File: config.mk
export PLATFORM = sky130hd
export DESIGN_NAME = decode_issue_ctrl
export DESIGN_NICKNAME = d
export VERILOG_FILES = /design/src/rtl/decode_issue_ctrl_pkg.sv /design/src/rtl/decode_issue_ctrl_scoreboard.sv /design/src/rtl/decode_issue_ctrl.sv
export SDC_FILE = /design/constraint.sdc
export NUM_CORES = 1
export LEC_CHECK = 0
export CAP_MARGIN = 20
export CORE_UTILIZATION = 55
export DETAILED_ROUTE_END_ITERATION = 10
export PLACE_DENSITY = 0.85
export SLEW_MARGIN = 25
export SYNTH_ARGS = -nofsm -noshare
export SYNTH_HDL_FRONTEND = slang
export SYNTH_SLANG_ARGS = --single-unit
File: constraint.sdc
create_clock -name i_clk -period 6.6 [get_ports i_clk]
set_input_delay 1.65 -clock i_clk [delete_from_list [all_inputs] [get_ports i_clk]]
set_output_delay 1.65 -clock i_clk [all_outputs]
set_load 0.05 [all_outputs]
File: src/rtl/decode_issue_ctrl_pkg.sv
// Shared types for the decode/issue controller: register index, scoreboard vector,
// issue FSM states and the instruction op-type encoding.
// Optional feature macro used by this slice: WB_BYPASS_EN (see issue_scoreboard).
package decode_issue_ctrl_pkg;

  localparam int NREGS = 32;
  localparam logic [3:0] MAX_STALL = 4'd15;

  typedef logic [4:0]       reg_idx_t;
  typedef logic [NREGS-1:0] scoreboard_t;

  typedef enum logic [1:0] {
    RUN        = 2'd0,
    STALL      = 2'd1,
    FENCE_WAIT = 2'd2
  } issue_state_e;

  // Encoding 3'd7 is unused; the controller treats it like R_TYPE.
  typedef enum logic [2:0] {
    R_TYPE   = 3'd0,
    I_TYPE   = 3'd1,
    S_TYPE   = 3'd2,
    B_TYPE   = 3'd3,
    U_TYPE   = 3'd4,
    J_TYPE   = 3'd5,
    SYS_TYPE = 3'd6
  } instruction_op_type;

  // One-hot mask for a register index.
  function automatic scoreboard_t onehot(input reg_idx_t idx);
    scoreboard_t m;
    m      = '0;
    m[idx] = 1'b1;
    return m;
  endfunction

endpackage

File: src/rtl/decode_issue_ctrl_scoreboard.sv
// issue_scoreboard: busy vector of in-flight register writes plus hazard detect for the held op.
// Ports: i_set_* marks a destination busy on issue, i_wb_* clears on writeback,
//        i_rs1/i_rs2/i_rd (+qualifiers) describe the held op, o_busy / o_hazard report state.
// WB_BYPASS_EN: when defined, a register retiring this cycle is not counted as a hazard.
module issue_scoreboard
  import decode_issue_ctrl_pkg::*;
(
  input  logic        i_clk,
  input  logic        i_rst,
  input  logic        i_set_vld,
  input  reg_idx_t    i_set_rd,
  input  logic        i_wb_valid,
  input  reg_idx_t    i_wb_rd,
  input  reg_idx_t    i_rs1,
  input  logic        i_use_rs1,
  input  reg_idx_t    i_rs2,
  input  logic        i_use_rs2,
  input  reg_idx_t    i_rd,
  input  logic        i_wr_rd,
  output scoreboard_t o_busy,
  output logic        o_hazard
);

  scoreboard_t r_busy;
  scoreboard_t w_set_mask;
  scoreboard_t w_clr_mask;
  scoreboard_t w_chk_busy;

  always_comb begin
    w_set_mask = (i_set_vld && i_set_rd != '0) ? onehot(i_set_rd) : '0;
    w_clr_mask = (i_wb_valid && i_wb_rd != '0) ? onehot(i_wb_rd) : '0;
  end

  // Clear first, then set: a new producer issuing in the retire cycle keeps the bit.
  always_ff @(posedge i_clk) begin
    if (i_rst) begin
      r_busy <= '0;
    end else begin
      r_busy <= ((r_busy & ~w_clr_mask) | w_set_mask) & ~scoreboard_t'(1);
    end
  end

`ifdef WB_BYPASS_EN
  assign w_chk_busy = r_busy & ~w_clr_mask;
`else
  assign w_chk_busy = r_busy;
`endif

  always_comb begin
    o_hazard = 1'b0;
    if (i_use_rs1 && i_rs1 != '0 && w_chk_busy[i_rs1]) o_hazard = 1'b1;
    if (i_use_rs2 && i_rs2 != '0 && w_chk_busy[i_rs2]) o_hazard = 1'b1;
    if (i_wr_rd   && i_rd  != '0 && w_chk_busy[i_rd])  o_hazard = 1'b1;
  end

  assign o_busy = r_busy;

endmodule

File: src/rtl/decode_issue_ctrl.sv
// decode_issue_ctrl: one-entry hold register between decode and execute, issuing when the
// scoreboard reports no RAW/WAW hazard; SYSTEM ops wait for all writes to retire; flush kills.
// Ports: i_id_* decoded op in (valid/ready), o_ex_* issue out (valid/ready), i_wb_* retire,
//        i_flush, o_busy_mask scoreboard view, o_stall_cnt saturating stall counter.
// Config macro: WB_BYPASS_EN (writeback bypass into the hazard check, in issue_scoreboard).
module decode_issue_ctrl
  import decode_issue_ctrl_pkg::*;
(
  input  logic        i_clk,
  input  logic        i_rst,
  input  logic        i_id_valid,
  output logic        o_id_ready,
  input  logic [4:0]  i_id_rs1,
  input  logic        i_id_use_rs1,
  input  logic [4:0]  i_id_rs2,
  input  logic        i_id_use_rs2,
  input  logic [4:0]  i_id_rd,
  input  logic        i_id_wr_rd,
  input  logic [2:0]  i_id_optype,
  output logic        o_ex_valid,
  input  logic        i_ex_ready,
  output logic [4:0]  o_ex_rd,
  input  logic        i_wb_valid,
  input  logic [4:0]  i_wb_rd,
  input  logic        i_flush,
  output logic [31:0] o_busy_mask,
  output logic [3:0]  o_stall_cnt
);

  issue_state_e r_state;
  logic [3:0]   r_stall_cnt;

  logic         r_held;
  reg_idx_t     r_rs1;
  reg_idx_t     r_rs2;
  reg_idx_t     r_rd;
  logic         r_use_rs1;
  logic         r_use_rs2;
  logic         r_wr_rd;
  logic [2:0]   r_optype;

  scoreboard_t  w_busy;
  logic         w_hazard_raw;
  logic         w_hazard;
  logic         w_is_sys;
  logic         w_fence_blk;
  logic         w_issue;
  logic         w_accept;

  issue_scoreboard u_sb (
    .i_clk      (i_clk),
    .i_rst      (i_rst),
    .i_set_vld  (w_issue && r_wr_rd),
    .i_set_rd   (r_rd),
    .i_wb_valid (i_wb_valid),
    .i_wb_rd    (i_wb_rd),
    .i_rs1      (r_rs1),
    .i_use_rs1  (r_use_rs1),
    .i_rs2      (r_rs2),
    .i_use_rs2  (r_use_rs2),
    .i_rd       (r_rd),
    .i_wr_rd    (r_wr_rd),
    .o_busy     (w_busy),
    .o_hazard   (w_hazard_raw)
  );

  // Unknown encodings fall through as non-SYSTEM, i.e. no fence.
  assign w_is_sys = (r_optype == SYS_TYPE);
  assign w_hazard = r_held && w_hazard_raw;
  // A SYSTEM op must not slip out in RUN while writes are still in flight.
  assign w_fence_blk = r_held && w_is_sys && (w_busy != '0);

  assign o_ex_valid = r_held && !w_hazard && (r_state != FENCE_WAIT) && !w_fence_blk && !i_flush;
  assign w_issue    = o_ex_valid && i_ex_ready;
  // Accept in the issue cycle for zero-bubble flow; a flush drops the incoming op.
  assign o_id_ready = (!r_held || w_issue) && !i_flush;
  assign w_accept   = i_id_valid && o_id_ready;

  assign o_ex_rd     = (r_held && r_wr_rd) ? r_rd : 5'd0;
  assign o_busy_mask = w_busy;
  assign o_stall_cnt = r_stall_cnt;

  always_ff @(posedge i_clk) begin
    if (i_rst) begin
      r_held    <= 1'b0;
      r_rs1     <= '0;
      r_rs2     <= '0;
      r_rd      <= '0;
      r_use_rs1 <= 1'b0;
      r_use_rs2 <= 1'b0;
      r_wr_rd   <= 1'b0;
      r_optype  <= R_TYPE;
    end else if (i_flush) begin
      r_held <= 1'b0;
    end else if (w_accept) begin
      r_held    <= 1'b1;
      r_rs1     <= i_id_rs1;
      r_rs2     <= i_id_rs2;
      r_rd      <= i_id_rd;
      r_use_rs1 <= i_id_use_rs1;
      r_use_rs2 <= i_id_use_rs2;
      r_wr_rd   <= i_id_wr_rd;
      r_optype  <= i_id_optype;
    end else if (w_issue) begin
      r_held <= 1'b0;
    end
  end

  // Issue FSM and stall counter; the counter tracks consecutive cycles spent hazard-stalled.
  always_ff @(posedge i_clk) begin
    if (i_rst) begin
      r_state     <= RUN;
      r_stall_cnt <= '0;
    end else if (i_flush) begin
      r_state     <= RUN;
      r_stall_cnt <= '0;
    end else begin
      case (r_state)
        RUN: begin
          if (w_hazard) begin
            r_state     <= STALL;
            r_stall_cnt <= (r_stall_cnt == MAX_STALL) ? r_stall_cnt : r_stall_cnt + 4'd1;
          end else if (w_fence_blk) begin
            r_state     <= FENCE_WAIT;
            r_stall_cnt <= '0;
          end else begin
            r_stall_cnt <= '0;
          end
        end
        STALL: begin
          if (w_hazard) begin
            r_stall_cnt <= (r_stall_cnt == MAX_STALL) ? r_stall_cnt : r_stall_cnt + 4'd1;
          end else begin
            r_state     <= RUN;
            r_stall_cnt <= '0;
          end
        end
        FENCE_WAIT: begin
          r_stall_cnt <= '0;
          if (w_busy == '0) r_state <= RUN;
        end
        default: begin
          r_state     <= RUN;
          r_stall_cnt <= '0;
        end
      endcase
    end
  end

endmodule

Yosys cells after proc, flatten, opt, wreduce, memory -nomap -nowiden --
Index checks and enable logic that the tools add are counted.
Word-level totals: register bits after elaboration 60, logic and storage cells 96, output and inout bits 43, bits in read-only memories 0, memory bits (writable) 0, latch bits 0, memories kept 0, input port bits 32
Cells by class: equal/unequal tests 8, multiplexer cells 23, shifts and indexed selects 0, $add $sub $neg 1, multiply operators 0, div/mod/pow operators 0, bitwise operators 6, reduce and logical (&&, ||, !) cells 40, order comparisons 6
Operators by type and width (number):
- $mux W32 | 2
- $and A32 B32 Y32 | 1
- $logic_not A32 Y1 | 1
- $not A32 Y32 | 1
- $or A32 B32 Y32 | 1
- $reduce_bool A32 Y1 | 1
- $lt A5 B6 Y1 const B | 4
- $logic_and A1 B1 Y1 | 22
- $reduce_bool A5 Y1 | 4
- $bmux W1 S5 | 3
- $demux W1 S5 | 2
- $ge A5 B1 Y1 const B | 2
- $mux W1 | 10
- $mux W2 | 4
- $ne A2 B2 Y1 const B | 3
- $pmux W2 S3 | 1
- $mux W5 | 1
- $add A4 B1 Y4 const B | 1
- $eq A4 B4 Y1 const B | 1
- $logic_not A1 Y1 | 4
- $reduce_or A2 Y1 | 2
- $reduce_or A4 Y1 | 1
- $eq A3 B3 Y1 const B | 1
- $ne A3 B3 Y1 const B | 1
- 8 further kinds | 10

Longest topological paths before layout --
Gate-level depths: netlist of run 1.
depth in word-level cells 17, depth in mapped cells 9, gate-level depth less buffers 7

Cells and area by module --
From an unflattened synthesis of run 1, not the netlist that was laid out.
Unflattened totals: cell total of the unflattened synthesis 387, area, all modules 3583.4 µm²
Modules (own cells, without submodules):
- issue_scoreboard | times used 1, area an instance 2128.3 µm², seq. area each 620.6 µm², cells each 239
- decode_issue_ctrl | times used 1, area an instance 1455.1 µm², seq. area each 560.5 µm², cells each 148

Least setup slack after synthesis of run 1 --
Ideal clock, no wire load.
path kind in2out, from input port i_flush, to output port o_id_ready, data arrival time 2631 ps, path buffers 0, path slack 2319 ps, data required time 4950 ps, cell stages on the path 5, path through inv_1 > o2111a_1 > nand2_1 > o21ai_1 > and2_1
Between the ends: cells in the longest elaborated chain, start to end 5
RTL lines:
- start: declaration | line decode_issue_ctrl.sv:25 | input logic i_flush,
- $logic_not A1 Y1 * | line decode_issue_ctrl.sv:73, decode_issue_ctrl.sv:76
- $logic_and A1 B1 Y1 | line decode_issue_ctrl.sv:73 | assign o_ex_valid = r_held && !w_hazard && (r_state != FENCE_WAIT) && !w_fence_blk && !i_flush;
- $logic_and A1 B1 Y1 | line decode_issue_ctrl.sv:74 | assign w_issue = o_ex_valid && i_ex_ready;
- $logic_or A1 B1 Y1 | line decode_issue_ctrl.sv:76 | assign o_id_ready = (!r_held || w_issue) && !i_flush;
- $logic_and A1 B1 Y1 * | line decode_issue_ctrl.sv:76
- end: declaration | line decode_issue_ctrl.sv:12 | output logic o_id_ready,
Every way passes the cells marked *; elsewhere a longest branch is shown, timed or not.

Worst setup path after layout of run 1 --
from register r_rd[0], to output port o_id_ready
Between the ends: cells in the longest elaborated chain, start to end 13, elaborated cells between the ends (all ways) 15, classes of those cells mux (3); reduce/logical (12)
RTL lines:
- start: declaration | line decode_issue_ctrl.sv:36 | reg_idx_t r_rd;
- start signal: assignment | line decode_issue_ctrl.sv:99 | r_rd <= i_id_rd;
- $bmux W1 S5 or $reduce_bool A5 Y1 (tied branches) | line decode_issue_ctrl_scoreboard.sv:53 | if (i_wr_rd && i_rd != '0 && w_chk_busy[i_rd]) o_hazard = 1'b1;
- $mux W1 (implied by the code) or $logic_and A1 B1 Y1 (tied branches) | line decode_issue_ctrl_scoreboard.sv:53
- $logic_and A1 B1 Y1 * | line decode_issue_ctrl_scoreboard.sv:53
- $mux W1 * | line decode_issue_ctrl_scoreboard.sv:53
- $logic_and A1 B1 Y1 * | line decode_issue_ctrl.sv:69 | assign w_hazard = r_held && w_hazard_raw;
- $logic_not A1 Y1 * | line decode_issue_ctrl.sv:73
- $logic_and A1 B1 Y1 * (4 in series) | line decode_issue_ctrl.sv:73
- $logic_and A1 B1 Y1 * | line decode_issue_ctrl.sv:74
- $logic_or A1 B1 Y1 * | line decode_issue_ctrl.sv:76
- $logic_and A1 B1 Y1 * | line decode_issue_ctrl.sv:76
Every way passes the cells marked *; elsewhere a longest branch is shown, timed or not. The select of a mux whose other input is x is not followed.

==> metrics.md, run 1 <==
| Metric | Value |
|---|---|
| Core area | `approximately 6400 sq um` |
| Std-Cell Rows | `29` |
| Placed Area | `4370 sq um` |
| Setup-failing EPs final | `0` |
| Post-synth EDFFs | `0` |
| Rel. slew slack | `54.0%` |
| Vias per cell | `6.55` |
| Clock-pin slew on the worst setup and hold paths | `0.07 ns` |
| Ys Warns | `0` |
| Post-synthesis average cell area | `around 9 sq um` |
| Critical path arrival | `3.84 ns` |
| Hold/Removal Path Class | `reg2reg` |
| I/O pin count | `75` |
| Worst Clk Skew | `~0.0076 ns` |
| Async S/R FF share, synth | `0%` |
| Post-synth top cells | `75 x nand2_1, 59 x dfxtp_1, 34 x mux2i_1` |
| Post-route minimum period | `5.49 ns` |
| Vias | `about 3.6k` |
| Die X | `84.0 microns` |
| Inst Count DP | `533` |
| End-of-flow core utilization | `71.6%` |
| Routed wire length | `10.6 mm` |
| Initial antenna violation count | `0` |
| Hold buffers post-CTS | `0` |
| Grt ovf | `0` |
| Initial Utilization | `57.6%` |
| ANT cells | `0` |
| Worst Path Required | `between 4 and 5 ns` |
| Syn-to-layout area delta | `24.3%` |
| Number of I/O port buffers | `73` |
| DRC Markers | `14` |
| Fin Hold WS | `~0.46 ns` |
| Iteration-0 DRC count of the detailed router | `between 300 and 400` |
| Count of mapped cells out of synthesis | `413` |
| RSZ-0062 raised after global routing | `no` |
| CP max FO | `18` |
| Largest stage delay on the critical path | `0.79 ns` |
| Most numerous cell in the Yosys netlist | `nand2_1` |
| Failing checks | `design-rule violations` |
| Primary FF master, synth | `dfxtp_1` |
| Drt first pass iters | `8` |
| VDD IR-drop max | `0.142 mV` |
| Post-CTS Repair Setup Buffers | `0` |
| Mapped Area | `3700 sq um` |
| Nets | `500` |
| Register area share after synthesis | `31.9%` |
| Worst-Skew Late Latency | `0.35 ns` |
| Critical Path Source Type | `flop` |
| Least-Margin Pin Slew | `0.689 ns` |
| F_max | `around 180 MHz` |
| Final Non-Filler Cells | `approximately 550` |
| Routed Antenna Nets | `0` |
| Design area | `4600 sq um` |
| DR WL/cell | `about 19 microns` |
| Post-CTS sizing | `0` |
| Number of clock sinks | `59` |
| CP max-delay cell | `clkdlybuf4s50_1` |
| Critical path class | `reg2out` |
| Tcrit/Tclk final | `83.1%` |
| Lkg Pwr | `between 1.5 and 2 nW` |
| GR Util All Layers | `30.6%` |
| Crit path cell chain | `buf_4 > mux4_1 > nand2b_1 > nand4b_1 > and4_4 > o211ai_4 > o21ai_1 > and2_1 > clkdlybuf4s50_1` |
| CTS tree | `built` |
| Final Hold Vio Count | `0` |
| Outcome | `finished, violations left` |
| Area occupied by multi-input gates | `2320 sq um` |
| RePlAce Congestion | `0.920` |
| R2r setup slk | `about 3.4 ns` |
| Power per standard cell area | `185 nW/um^2` |
| Max Slew Vio Count | `0` |
| Dpl hpwl | `between 7 and 8 mm` |
| Die ar. | `7060 sq um` |
| Vias in the first global route | `3296` |
| CTS Root Cell | `clkbuf_8` |
| Clk buf depth | `2` |
| CTS buffer count | `9` |
| Area share of the largest cell type after synthesis | `31.9%` |
| Max-cap violations | `0` |
| Setup TNS | `0 ns` |
| Fillers | `507` |
| Nature of the critical path endpoint | `output pin` |
| Largest net degree at the start of global routing | `72` |
| Layout cell share with drive strength beyond 1 | `10.6%` |
| CTS H-Tree Depth | `3` |
| FF/Latch Area | `1180 sq um` |
| #FFs+latches synth | `about 60` |
| Synth unique cells | `60` |
| Die Ht | `84.0 microns` |
| Mapped Nets | `446` |
| First-pass GRT wire length | `between 15 and 20 mm` |
| Area leader, netlist | `dfxtp_1` |
| Synth area leaders | `dfxtp_1 32%, mux2i_1 9.2%, mux4_2 8.5%` |
cell families after synthesis:
group	count (synthesis)	synth area share, %
flops	59	31.9
mux	55	20.7
buf+inv	38	5.24
xor+xnor	1	0.237
fa+ha+maj	1	0.338
compound gates	73	15.8
other cells	1	0.101
simple gates	185	25.6
cell type report:
cell class	count	area share (%)
inverters	5	0.408
clock inverters	6	1.88
clock buffers	10	2.99
repair buffers	76	16.4
well taps	77	2.10
flip-flops and latches	59	25.7
multi-input cells	316	50.5
power by group:
part | switching, mW | internal [mW]
clock network | 0.156 | 0.223
registers | 0.0195 | 0.363
logic | 0.0448 | 0.0436
total | 0.220 | 0.629
critical path: cells and delay by family (launching register included):
family / cells / cell delay (ns)
AND/OR/NAND/NOR: 4 / 0.70
buffers and inverters: 2 / 1.17
AO/OA/AOI/OAI: 2 / 0.35
flip-flops: 1 / 0.67
multiplexers: 1 / 0.57
through the flow:
stage | setup WS [ns] | total power, mW
after detailed placement | 1.19 | 0.477
after global routing | 0.997 | 0.880
final | 1.11 | 0.849
after global placement | 1.27 | 0.475
after CTS | 1.15 | 0.850
after floorplan | 2.32 | 0.446
placed cells by master, fill, tap and decap left out, drive strengths merged, types with 10 or more instances in the layout:
| master | n |
|---|---|
| o31ai | 10 |
| nand2 | 75 |
| clkbuf | 10 |
| nor2 | 16 |
| dfxtp | 59 |
| clkdlybuf4s50 | 73 |
| mux4 | 16 |
| o211ai | 16 |
| o21ai | 17 |
| nand3 | 18 |
| mux2i | 34 |
| nor3 | 10 |
path summary, 6_finish.rpt:
path | start | endpoint | cells after the start
worst max-delay path | r_rd[0] | o_id_ready | 9
worst min-delay path | r_optype[0] | r_optype[0] | 2
worst max register to register | r_rd[0] | r_rd[3] | 9
worst min register to register | r_optype[0] | r_optype[0] | 2
registers in the layout, indices dropped and copies added, names as in the netlist, 2 cells and up:
signal,count
o_stall_cnt,4
r_optype,3
r_rd,5
r_rs1,5
r_rs2,5
r_state,2
u_sb.o_busy,31
routing by layer:
layer / global-route usage [%] / up-vias / wire [microns]
li1: - / 1660 / -
met1: 41.3 / 1699 / 4420
met2: 46.3 / 205 / 4790
met3: 6.82 / 34 / 1040
met4: 14.6 / 0 / 350
met5: 0 / - / 0
No activity file was read; power rests on OpenSTA's default activity.
==> run 2, diff against run 1 <==
- CORE_UTILIZATION: 55 -> 47
- PLACE_DENSITY: 0.85 -> 0.77
- clock period: 6.6 -> 4.7 ns (I/O delays scaled with it)
==> run 2 against run 1 <==
The flow now finishes without violations. Via count grew 0.92%. Die area grew 17%. Register-to-register slack worse by 1.7 ns. Sequential power rose by 40%. Combinational power up 39%. Power up 33%. Final area rose by 0.14%. Count of clock-buffer cells in the layout up 2. Routed wire length grew 2.8%.
==> metrics.md, run 2 (synthesis results as in run 1) <==
| Metric | Value |
|---|---|
| Worst-Skew Late Latency | `0.34 ns (about the same)` |
| Clock-pin slew on the worst setup and hold paths | `0.06 ns (about the same)` |
| Nature of the critical path endpoint | `output pin` |
| Power per standard cell area | `246 nW/um^2 (+33%)` |
| Largest net degree at the start of global routing | `42 (-42%)` |
| Tot Pwr | `1.13 mW (+33%)` |
| Switching Share | `26.5% (+0.57 points)` |
| Vias per cell | `6.36 (-3.0%)` |
| Grt ovf | `0 (unchanged)` |
| Post-route minimum period | `4.41 ns` |
| Die Ht | `90.7 microns (+8.0%)` |
| F_max | `227 MHz` |
| Initial Utilization | `49.7% (-7.9 points)` |
| Final Hold Vio Count | `0 (unchanged)` |
| Hold buffers post-CTS | `0 (unchanged)` |
| Routed wire length | `10.9 mm (+2.8%)` |
| DRC Markers | `0 (-14)` |
| Commonest non-fill, non-tap cells in the layout | `75 x nand2_1, 71 x clkdlybuf4s50_1, 59 x dfxtp_1` |
| GR Util All Layers | `26.9% (-3.7 points)` |
| Critical path class | `reg2out` |
| Vias in the first global route | `3473 (+5.4%)` |
| Worst Path Required | `3.52 ns (-1.43 ns)` |
| Die ar. | `8230 sq um (+17%)` |
| CTS buffer count | `9 (unchanged)` |
| CP Capture Point | `o_id_ready` |
| CTS H-Tree Depth | `3 (unchanged)` |
| Commonest non-fill, non-tap cell in the layout | `nand2_1` |
| RSZ-0062 raised after global routing | `no` |
| Dpl hpwl | `7.75 mm (+4.8%)` |
| Initial antenna violation count | `0 (unchanged)` |
| Design area | `4600 sq um (+0.14%)` |
| Least-Margin Pin Slew | `0.779 ns (+0.0902 ns)` |
| Critical Path Source | `r_rd[0]` |
| Clk network pwr share | `41.5% (-3.0 points)` |
| Switch Pwr | `299 uW (+36%)` |
| Post-CTS sizing | `0 (unchanged)` |
| RePlAce Congestion | `0.872 (-5.3%)` |
| Number of I/O port buffers | `73 (unchanged)` |
| Vias | `3631 (+0.92%)` |
| Post-CTS Repair Setup Buffers | `0 (unchanged)` |
| R2r setup slk | `1.65 ns (-1.71 ns)` |
| Area occupied by multi-input gates | `2320 sq um (unchanged)` |
| Std-Cell Rows | `31 (+6.9%)` |
| Reg power frac | `47.6% (+2.5 points)` |
| Critical Path Source Type | `flop` |
| I/O pin count | `75 (unchanged)` |
| Final Non-Filler Cells | `571 (+4.0%)` |
| Worst Clk Skew | `0.00868 ns (+0.00105 ns)` |
| Die X | `90.7 microns (+8.0%)` |
| Comb power frac | `10.9% (+0.5 points)` |
| DR WL/cell | `19.1 microns (-1.2%)` |
| RR Startpoint | `r_rd[0]` |
| CP max FO | `17 (-1)` |
| Max-cap violations | `0 (unchanged)` |
| Routed Antenna Nets | `0 (unchanged)` |
| Flip-flop count of the largest register after layout | `31 (unchanged)` |
| Critical path arrival | `3.24 ns (-0.60 ns)` |
| Fillers | `661 (+30%)` |
| Placed Area | `4410 sq um (+0.80%)` |
| Max Slew Vio Count | `0 (unchanged)` |
| ANT cells | `0 (unchanged)` |
| Outcome | `completed` |
| Iteration-0 DRC count of the detailed router | `371 (+17%)` |
| CTS tree | `built` |
| FF/Latch Area | `1180 sq um (unchanged)` |
| Lkg Pwr | `1.51 nW (-0.84%)` |
| Hold/Removal Path Class | `reg2reg` |
| Number of clock sinks | `59 (unchanged)` |
| Setup-failing EPs final | `0 (unchanged)` |
| Syn-to-layout area delta | `24.5%` |
| Core area | `7450 sq um (+16%)` |
| CTS Root Cell | `clkbuf_8` |
| First-pass GRT wire length | `17.6 mm (+4.6%)` |
| Setup TNS | `0 ns (unchanged)` |
| Nets | `500 (unchanged)` |
| VDD IR-drop max | `0.137 mV (-3.5%)` |
| Internal power | `831 uW (+32%)` |
| Drt first pass iters | `6 (-2)` |
| Reg2Reg Capture Point | `r_rs2[2]` |
| Layout cell share with drive strength beyond 1 | `10.6% (unchanged)` |
| Reg2reg path depth | `8 (-1)` |
| Rel. slew slack | `48.0% (-6.0 points)` |
| Clk buf depth | `2 (unchanged)` |
| Inst Count DP | `555 (+4.1%)` |
| Tcrit/Tclk final | `a little over nine tenths` |
==> run 2: changes by cell type in the layout (fill, tap and decap cells not counted) <==
cell	before	now
clkbuf_1	0	2
clkdlybuf4s50_1	73	71
buf_4	3	4
bufinv_16	2	1
inv_6	1	0
buf_12	0	1
clkinvlp_4	1	2
clkinv_2	2	1
==> run 2: final cells by class <==
cell class / count / area share [%]
multi-input cells: 316 / 50.5
flip-flops and latches: 59 / 25.7
repair buffers: 76 / 16.5
clock buffers: 12 / 3.15
well taps: 99 / 2.69
clock inverters: 4 / 1.09
inverters: 5 / 0.408
==> run 2: worst min-delay path by stage <==
stage / from / end / cells past startpoint
finish: r_optype[2] / r_optype[2] / 2
global route: r_optype[0] / r_optype[0] / 2
CTS: r_optype[0] / r_optype[0] / 2
detailed placement: r_optype[2] / r_optype[2] / 2
global placement: r_optype[0] / r_optype[0] / 2
floorplan: r_optype[0] / r_optype[0] / 2
==> run 2: power groups by stage <==
stage                     clock, mW  combinational [mW]  sequential, mW
after floorplan                   0              0.0995           0.527
after global placement            0               0.121           0.548
after detailed placement          0               0.122           0.548
after CTS                     0.475               0.123           0.537
after global routing          0.500               0.134           0.540
final                         0.470               0.123           0.538
==> run 2: through the flow <==
stage / hold WS (ns) / setup slack, ns / util, %
2_1_floorplan: 0.430 / 1.15 / -
3_3_place_gp: 0.440 / 0.707 / 59.2
3_5_place_dp: 0.458 / 0.678 / 59.2
4_1_cts: 0.468 / 0.298 / 61.8
5_1_grt: 0.485 / 0.116 / 61.8
6_report: 0.465 / 0.285 / 61.8
==> run 2: worst max-delay path: stages (launching register included) <==
cell and delay, ns:
dfxtp_1 0.83, buf_4 0.34, nor2b_1 0.20, a221oi_1 0.09
or4_1 0.44, and4_4 0.23, o211ai_4 0.27, o21ai_1 0.13
and2_1 0.21, buf_12 0.15
==> run 2: routing by layer <==
metal | GRT usage, % | part of all wire [%]
met1 | 35.5 | 41
met2 | 42.0 | 47
met3 | 6.57 | 9.7
met4 | 11.0 | 2.0
met5 | 0 | 0
==> run 3, diff against run 2 <==
- ABC_CLOCK_PERIOD_IN_PS: unset -> 4700
- CAP_MARGIN: 20 -> unset
==> results of run 3 <==
The final DEF is identical to that of run 2; final timing and power are the same.
